File: config.mk
export PLATFORM = sky130hd
export DESIGN_NAME = fetch_queue_flat
export DESIGN_NICKNAME = d
export VERILOG_FILES = /design/src/rtl/fetch_queue_if.sv /design/src/rtl/fetch_queue.sv /design/src/flat_wrapper.sv
export SDC_FILE = /design/constraint.sdc
export NUM_CORES = 1
export LEC_CHECK = 0
export ABC_CLOCK_PERIOD_IN_PS = 3600
export CORE_MARGIN = 2
export CORE_UTILIZATION = 45
export CTS_CLUSTER_DIAMETER = 100
export DETAILED_ROUTE_END_ITERATION = 10
export PLACE_DENSITY = 0.77
export SLEW_MARGIN = 5
export SYNTH_ARGS = -nofsm -noshare
export SYNTH_HDL_FRONTEND = slang
export SYNTH_SLANG_ARGS = --single-unit
File: constraint.sdc
create_clock -name clk -period 3.6 [get_ports clk]
set_input_delay 0.72 -clock clk [delete_from_list [all_inputs] [get_ports clk]]
set_output_delay 0.72 -clock clk [all_outputs]
set_load 0.02 [all_outputs]
File: src/rtl/fetch_queue_if.sv
// Signal bundle between the fetch queue, instruction memory, PC control and decode.
// The master side is the fetch queue itself; the slave side is its surrounding pipeline.
interface fetch_queue_if;
   logic [15:0] imem_addr;
   logic        imem_req;
   logic [15:0] imem_data;
   logic        imem_valid;
   logic        redirect;
   logic [15:0] redirect_pc;
   logic        stall;
   logic [15:0] instr;
   logic [15:0] instr_pc;
   logic [15:0] npc;
   logic        instr_valid;
   logic [3:0]  count;

   modport master (
      output imem_addr, imem_req, instr, instr_pc, npc, instr_valid, count,
      input  imem_data, imem_valid, redirect, redirect_pc, stall
   );

   modport slave (
      input  imem_addr, imem_req, instr, instr_pc, npc, instr_valid, count,
      output imem_data, imem_valid, redirect, redirect_pc, stall
   );
endinterface

File: src/rtl/fetch_queue.sv
// Instruction fetch queue: issues sequential word fetches and buffers returned
// instructions in a circular FIFO for decode, with flush on redirect.
module fetch_queue #(
   parameter int unsigned DEPTH    = 4,
   parameter logic [15:0] RESET_PC = 16'h0000
) (
   input  logic          clk,
   input  logic          reset,
   fetch_queue_if.master fq
);
   localparam int unsigned PTR_W     = $clog2(DEPTH);
   localparam logic [4:0]  DEPTH_LIM = 5'(DEPTH);

   if (!(DEPTH == 2 || DEPTH == 4 || DEPTH == 8)) begin : g_bad_depth
      $error("fetch_queue: DEPTH must be 2, 4 or 8");
   end

   typedef enum logic [1:0] {FETCH, FLUSH, HOLD} state_t;
   state_t state, state_next;

   logic [15:0]      q_instr [DEPTH];
   logic [15:0]      q_pc    [DEPTH];
   logic [PTR_W-1:0] head, tail;
   logic [3:0]       count_q;
   logic [15:0]      fetch_pc;
   logic [15:0]      last_pc;
   logic             req_p1;
   logic [15:0]      req_pc_p1;

   logic             has_entry, pop, push, drop, issue_ok, req;
   logic [4:0]       demand;
   logic [15:0]      pc_out;

   // Issue/accept decisions for the current cycle
   assign has_entry = (count_q != 4'd0);
   assign drop      = (state == FLUSH);
   assign pop       = has_entry & ~fq.stall & ~fq.redirect;
   // Only a response to a request we actually issued may enter the queue
   assign push      = fq.imem_valid & req_p1 & ~drop & ~fq.redirect;
   assign demand    = {1'b0, count_q} + {4'b0000, req_p1} - {4'b0000, pop};
   assign issue_ok  = (demand < DEPTH_LIM);
   assign req       = ~fq.redirect & ~reset & issue_ok;

   always_comb begin
      state_next = state;
      unique case (state)
         FETCH, HOLD: begin
            if (fq.redirect)   state_next = req_p1 ? FLUSH : FETCH;
            else if (issue_ok) state_next = FETCH;
            else               state_next = HOLD;
         end
         FLUSH: begin
            if (fq.redirect)   state_next = req_p1 ? FLUSH : FETCH;
            else               state_next = FETCH;
         end
         default:              state_next = FETCH;
      endcase
   end

   always_ff @(posedge clk) begin
      if (reset) begin
         state    <= FETCH;
         fetch_pc <= RESET_PC;
         head     <= '0;
         tail     <= '0;
         count_q  <= 4'd0;
         req_p1   <= 1'b0;
         last_pc  <= RESET_PC;
      end else begin
         state  <= state_next;
         req_p1 <= req;
         if (fq.redirect) begin
            head     <= tail;
            count_q  <= 4'd0;
            fetch_pc <= fq.redirect_pc;
         end else begin
            if (req)  fetch_pc <= fetch_pc + 16'd1;
            if (push) tail     <= tail + 1'b1;
            if (pop)  head     <= head + 1'b1;
            count_q <= count_q + {3'b000, push} - {3'b000, pop};
         end
         if (has_entry) last_pc <= q_pc[head];
      end
   end

   // Request stage -> response stage: remember which address each response belongs to
   always_ff @(posedge clk) begin
      req_pc_p1 <= fetch_pc;
      if (push) begin
         q_instr[tail] <= fq.imem_data;
         q_pc[tail]    <= req_pc_p1;
      end
   end

   // Head-of-queue presentation to decode
   assign pc_out         = reset ? RESET_PC : (has_entry ? q_pc[head] : last_pc);
   assign fq.instr_valid = has_entry & ~reset;
   assign fq.instr       = fq.instr_valid ? q_instr[head] : 16'h0000;
   assign fq.instr_pc    = pc_out;
   assign fq.npc         = pc_out + 16'd1;
   assign fq.count       = count_q;
   assign fq.imem_addr   = fetch_pc;
   assign fq.imem_req    = req;
endmodule

File: src/flat_wrapper.sv
// flat-port wrapper written by rule: the top's interface ports become plain ports
module fetch_queue_flat 
#(
   parameter int unsigned DEPTH    = 4,
   parameter logic [15:0] RESET_PC = 16'h0000
)
  (clk, reset, fq_imem_addr, fq_imem_req, fq_instr, fq_instr_pc, fq_npc, fq_instr_valid, fq_count, fq_imem_data, fq_imem_valid, fq_redirect, fq_redirect_pc, fq_stall);
  fetch_queue_if fq_i ();
  input  logic clk;
  input  logic reset;
  output wire logic [$bits(fq_i.imem_addr)-1:0] fq_imem_addr;
  output wire logic [$bits(fq_i.imem_req)-1:0] fq_imem_req;
  output wire logic [$bits(fq_i.instr)-1:0] fq_instr;
  output wire logic [$bits(fq_i.instr_pc)-1:0] fq_instr_pc;
  output wire logic [$bits(fq_i.npc)-1:0] fq_npc;
  output wire logic [$bits(fq_i.instr_valid)-1:0] fq_instr_valid;
  output wire logic [$bits(fq_i.count)-1:0] fq_count;
  input wire logic [$bits(fq_i.imem_data)-1:0] fq_imem_data;
  input wire logic [$bits(fq_i.imem_valid)-1:0] fq_imem_valid;
  input wire logic [$bits(fq_i.redirect)-1:0] fq_redirect;
  input wire logic [$bits(fq_i.redirect_pc)-1:0] fq_redirect_pc;
  input wire logic [$bits(fq_i.stall)-1:0] fq_stall;
  assign fq_imem_addr = fq_i.imem_addr;
  assign fq_imem_req = fq_i.imem_req;
  assign fq_instr = fq_i.instr;
  assign fq_instr_pc = fq_i.instr_pc;
  assign fq_npc = fq_i.npc;
  assign fq_instr_valid = fq_i.instr_valid;
  assign fq_count = fq_i.count;
  assign fq_i.imem_data = fq_imem_data;
  assign fq_i.imem_valid = fq_imem_valid;
  assign fq_i.redirect = fq_redirect;
  assign fq_i.redirect_pc = fq_redirect_pc;
  assign fq_i.stall = fq_stall;
  fetch_queue #(.DEPTH(DEPTH), .RESET_PC(RESET_PC)) u_core (.clk(clk), .reset(reset), .fq(fq_i));
endmodule
* Word level (Yosys, flattened, before mapping)
Memory sizes are Yosys's and may differ from the RTL's. A register that Yosys moved wholly into a read port is not among the register bits.
Cells that the tools add are included.
** Storage, ports and cells
- Memory bits (writable) :: 128
- Bits in latches :: 0
- Bits in registers :: 59
- Word-level logic and storage cells :: 58
- Output and inout port bits :: 70
- Memory bits (read-only) :: 0
- Memories :: 2
- Input bits :: 37
** Cells by class
- Mux-type cells :: 18
- Reductions and logical operators :: 7
- $lt $le $gt $ge :: 1
- Shift operators :: 0
- Bitwise operators :: 12
- $mul :: 0
- $add $sub $neg :: 8
- Equality and inequality tests :: 2
- Divide/modulo/power cells :: 0
** Memories
- u_core.q_instr :: depth 4, width 16, read ports 1, clocked after memory_dff 1, wr ports 1, line fetch_queue.sv:21 : logic [15:0] q_instr [DEPTH];
- u_core.q_pc :: depth 4, width 16, read ports 1, clocked after memory_dff 1, wr ports 1, line fetch_queue.sv:22 : logic [15:0] q_pc [DEPTH];
** Operators with widths (number)
- two-way mux 16 bit :: 5
- adder 16 x 1 -> 16 bit (second input constant) :: 2
- two-way mux 2 bit :: 9
- AND 1 bit :: 8
- adder 4 x 1 -> 5 bit :: 1
- less-than comparator 5 x 3 -> 1 bit (second input constant) :: 1
- subtractor 5 x 1 -> 5 bit :: 1
- adder 2 x 1 -> 2 bit (second input constant) :: 2
- adder 4 x 1 -> 4 bit :: 1
- NOT 1 bit :: 4
- one-hot mux 2 bit (2 select lines) :: 1
- nonzero test 2 bit :: 2
- nonzero test 4 bit :: 1
- OR reduction 2 bit :: 2
- subtractor 4 x 1 -> 4 bit :: 1
- two-way mux 1 bit :: 3
- equality test 2 x 1 -> 1 bit (second input constant) :: 1
- equality test 2 bit (second input constant) :: 1
- zero test 2 bit :: 1
- AND reduction 2 bit :: 1

* Depth between registers and ports, before layout
- Depth after elaboration :: 8
- Depth in mapped cells :: 15
- Gate-level depth less buffers :: 12

* Worst setup path after synthesis
No wires, ideal clock.
- Kind :: reg2out
- Start point :: reg u_core.count_q[3], in the netlist u_core.fq.count[3]
- End point :: out fq_npc[14]
- Path slack :: -399 ps
- Required time :: 2880 ps
- Arrival :: 3279 ps
- Path buffers :: 4
- Cell stages (with the launch flop) :: 14
- Cells stage by stage :: dfxtp_1 inv_1 ha_1 or3b_1 buf_2 buf_4 clkbuf_1 clkbuf_1 nand2_1 a21oi_1 ha_1 and3b_1 nor4b_4 xor2_1
** On the way
- Longest elaborated chain between the ends :: 4
** RTL lines
- start, declared :: line fetch_queue.sv:24 : logic [3:0] count_q;
- start signal, assigned :: line fetch_queue.sv:80 : count_q <= count_q + {3'b000, push} - {3'b000, pop};
- nonzero test 4 bit :: line fetch_queue.sv:35 : assign has_entry = (count_q != 4'd0);
- two-way mux 16 bit (2 in series) :: line fetch_queue.sv:96 : assign pc_out = reset ? RESET_PC : (has_entry ? q_pc[head] : last_pc);
- via fq_instr_pc[1] :: line flat_wrapper.sv:14 : output wire logic [$bits(fq_i.instr_pc)-1:0] fq_instr_pc;
- adder 16 x 1 -> 16 bit :: line fetch_queue.sv:100 : assign fq.npc = pc_out + 16'd1;
- end, declared :: line flat_wrapper.sv:15 : output wire logic [$bits(fq_i.npc)-1:0] fq_npc;
The timed path passes the listed nets, and every way through them passes these cells.

* Worst setup path after layout
- Start point :: reg u_core.count_q[2], in the netlist u_core.fq.count[2]
- End point :: out fq_npc[14]
** On the way
- Longest elaborated chain between the ends :: 4
** RTL lines (line)
- nonzero test 4 bit :: fetch_queue.sv:35
- two-way mux 16 bit (2 in series) :: fetch_queue.sv:96
- adder 16 x 1 -> 16 bit :: fetch_queue.sv:100
Every way passes these cells.

==> qor.txt <==
Distinct cell type count of the synthesized netlist = 61
Post-detailed-routing wire length = 16170 um
Die Wd = 134.7 um
Flops & latches, synth = 189
Layout cells sized above 1 = 26.17%
FF-to-FF Start = u_core.fq.count[2]
WHS Path Cells = 0
Root Buffer = clkbuf_16
Per-instance average area after synthesis = 15.57 sq um
Initial cell density of the core = 46.21%
Most common cell after layout, fill and taps aside = edfxtp_1
Cell area after synthesis = 7691 sq um
Register clock-pin slew on the reported worst setup and hold paths = 0.06 ns
Vias post-DR = 4602
Antenna violations before repair = 0
Actual slew at the worst max-slew pin = 0.4802 ns
Average detailed-routed wire length per instance = 18.36 um
Headroom to the max-slew limit = 67.99%
Beginning of the worst hold path = u_core.fq.imem_addr[15]
Most frequent cells in the layout = edfxtp_1, clkdlybuf4s50_1, dfxtp_1
Post-synthesis async set-or-reset flop share = 0%
Maximum number of pins on one net before global-route repair = 33
Endpoint with the worst hold slack = u_core.req_pc_p1[15]
Status = finished, final reports clean
Reg2reg path depth = 14
Number of H-tree levels = 4
Share of the yosys chip area belonging to registers = 65.85%
Top FF cell, synth = edfxtp_1
Final instance count without filler cells = 881
Worst setup path category = flip-flop to output port
GRT overflow = 0
Via-per-instance ratio = 5.224
Later-pin clock latency in the skew report = 0.43 ns
Die Outline Area = 18150 sq um
Required time reported for the critical path endpoint = 2.88 ns
Signal arrival time at the worst endpoint = 2.79 ns
Slew Limit Fails = 0
Bufs on Longest Clock Path = 2
Number of violations reported at the end of detailed-routing iteration 0 = 327
Wire length of the first global-routing pass = 25600 um
Worst setup slack for register-to-register paths = 0.52 ns
Row count = 47
RD Place Congestion = 0.8357
Number of iterations in the first detailed-routing pass = 4
Fin. Hold Viols = 0
Count of hold buffers inserted by post-cts repair = 0
Tightest hold margin = 0.4074 ns
Clock buffers created by TritonCTS = 17
DRC violation count after routing = 0
Vertical die dimension = 134.7 um
Cell count after synthesis = 494
Count of placed standard cells including taps = 843
Reported leakage power = 3.523 nW
Setup violations, final = 0
Synth-to-Final Area Change = 29.54%
Remaining number of nets flagged by the antenna check after routing = 0
Global-route total usage across every layer = 18.54%
Post-layout nets = 698
Kind of path behind the tightest hold check = flip-flop to flip-flop
Worst vdd rail ir drop = 0.4108 mV
Vias in the first global route = 4764
Post-DP HPWL = 10700 um
Minimum clock period after layout = 3.511 ns
Upper clock frequency limit = 0.2848 GHz
Total power density per cell area = 467.7 nW/um^2
Crit Reg-Reg Endpoint = u_core.fq.imem_addr[15]
Synthesized net count = 544
Critical-path maximum fanout = 3
Kind of end point of the critical path = output port
Total power after layout = 0.004660 W
Max-cap check violation count = 0
CTS tree = built
Count of fill cells added during filler insertion = 1213
Critical Path Source Type = flip-flop
Unrepaired setup endpoints after global routing = true
Setup clock skew after layout = 0.01415 ns
Buffers added on ports = 106
Core ar. = 16640 sq um
I/O Pins = 107
Count of flip-flops with a built-in enable after synthesis = 128
Clock Sink Count = 189
# diodes = 0
Count of yosys warnings during synthesis = 0
Portion of the clock cycle consumed by the worst path in the final layout = 97.54%
## how the worst max path moves through the flow
stage / startpoint / end / slack, ns / depth (start not counted)
floorplan: u_core.fq.count[2] / fq_npc[14] / -0.04 / 13
global route: u_core.fq.count[2] / fq_npc[14] / -0.03 / 12
CTS: u_core.fq.count[2] / fq_imem_req / -0.02 / 12
finish: u_core.fq.count[2] / fq_npc[14] / 0.09 / 12
global placement: reset / fq_npc[12] / -0.26 / 9
detailed placement: fq_redirect / fq_imem_req / -0.36 / 9
## critical path, cell delays in order, from the launching register on
cell and delay [ns]:
dfxtp_2 0.32, inv_2 0.07, ha_4 0.13, or3b_4 0.40, mux2i_1 0.13, or2_4 0.25, inv_4 0.07, ha_4 0.14
and3b_2 0.23, buf_4 0.11, nor4b_4 0.22, xor2_2 0.16, buf_6 0.13
## cells in the mapped netlist (all sizes together) (3+ instances only)
library cell,instances,area [sq um]
clkbuf,12,48.80
dfxtp,61,1221
nand2,42,170.2
o21ai,3,18.77
nand4,3,18.77
inv,14,52.55
a21oi,14,103.9
and2,4,25.02
and3,21,131.4
ha,12,150.1
nand3,10,62.56
mux2i,6,63.81
nor4,5,46.29
edfxtp,128,3844
a211oi,16,125.1
and4bb,3,37.54
xnor2,26,227.7
nor2,31,123.9
xor2,9,78.83
nor3b,3,38.79
nor3,5,40.04
buf,12,107.6
mux4,32,732.0
nor2b,4,25.02
## cell type report
| cell class | instances | area [sq um] | area share (%) |
|---|---|---|---|
| Sequential cell | 189 | 5071 | 50.90 |
| Timing Repair Buffer | 159 | 1458 | 14.63 |
| Clock inverter | 10 | 102.6 | 1.030 |
| Multi-Input combinational cell | 267 | 2506 | 25.15 |
| Inverter | 14 | 55.05 | 0.5526 |
| Tap cell | 220 | 275.3 | 2.763 |
| Clock buffer | 22 | 495.5 | 4.973 |
## cell families after synthesis
logic type | synth area share (%)
buf+inv | 2.717
flops | 65.85
simple gates | 10.57
xor+xnor | 3.986
fa+ha+maj | 2.212
compound gates | 4.165
mux | 10.49
## layer usage
metal | track usage, % | vias up | routed length, um
li1 | - | 2160 | -
met1 | 25.02 | 2282 | 7089
met2 | 29.78 | 146 | 8048
met3 | 3.604 | 14 | 815
met4 | 7.427 | 0 | 221
met5 | 0 | - | 0
## sequential cells by signal, indices dropped and copies added, names as in the netlist, named ones only
signal	cells
u_core.q_instr	64
u_core.state	2
u_core.head	2
u_core.q_pc	64
u_core.tail	2
u_core.fq.count	4
u_core.req_p1	1
u_core.req_pc_p1	16
u_core.last_pc	16
u_core.fq.imem_addr	16
## metrics by stage
step                setup TNS [ns]  worst slack [ns]  area (sq um)  util, %
global placement            -1.531           -0.2603          9288    55.81
floorplan                 -0.04111          -0.04111          7730        -
CTS                       -0.01803          -0.01803          9963    59.87
detailed placement          -2.159           -0.3573          9288    55.81
global route              -0.02549          -0.02549          9963    59.87
finish                           0           0.08869          9963    59.87
## power breakdown
part | internal (W) | switching, W | total, W | leakage [nW]
logic | 0.000202 | 0.000205 | 0.000407 | 1.57
registers | 0.00237 | 0.0000460 | 0.00242 | 1.67
clock network | 0.00106 | 0.000778 | 0.00184 | 0.289
## timing repair
action | 4_1_cts | 5_1_grt
gates resized for setup | 49 | 22
setup buffers | 6 | 0
pin swaps | 2 | 3
endpoints found under the setup margin | 24 | 15
gates cloned | 0 | 0
(Power assumes the default switching activity.)
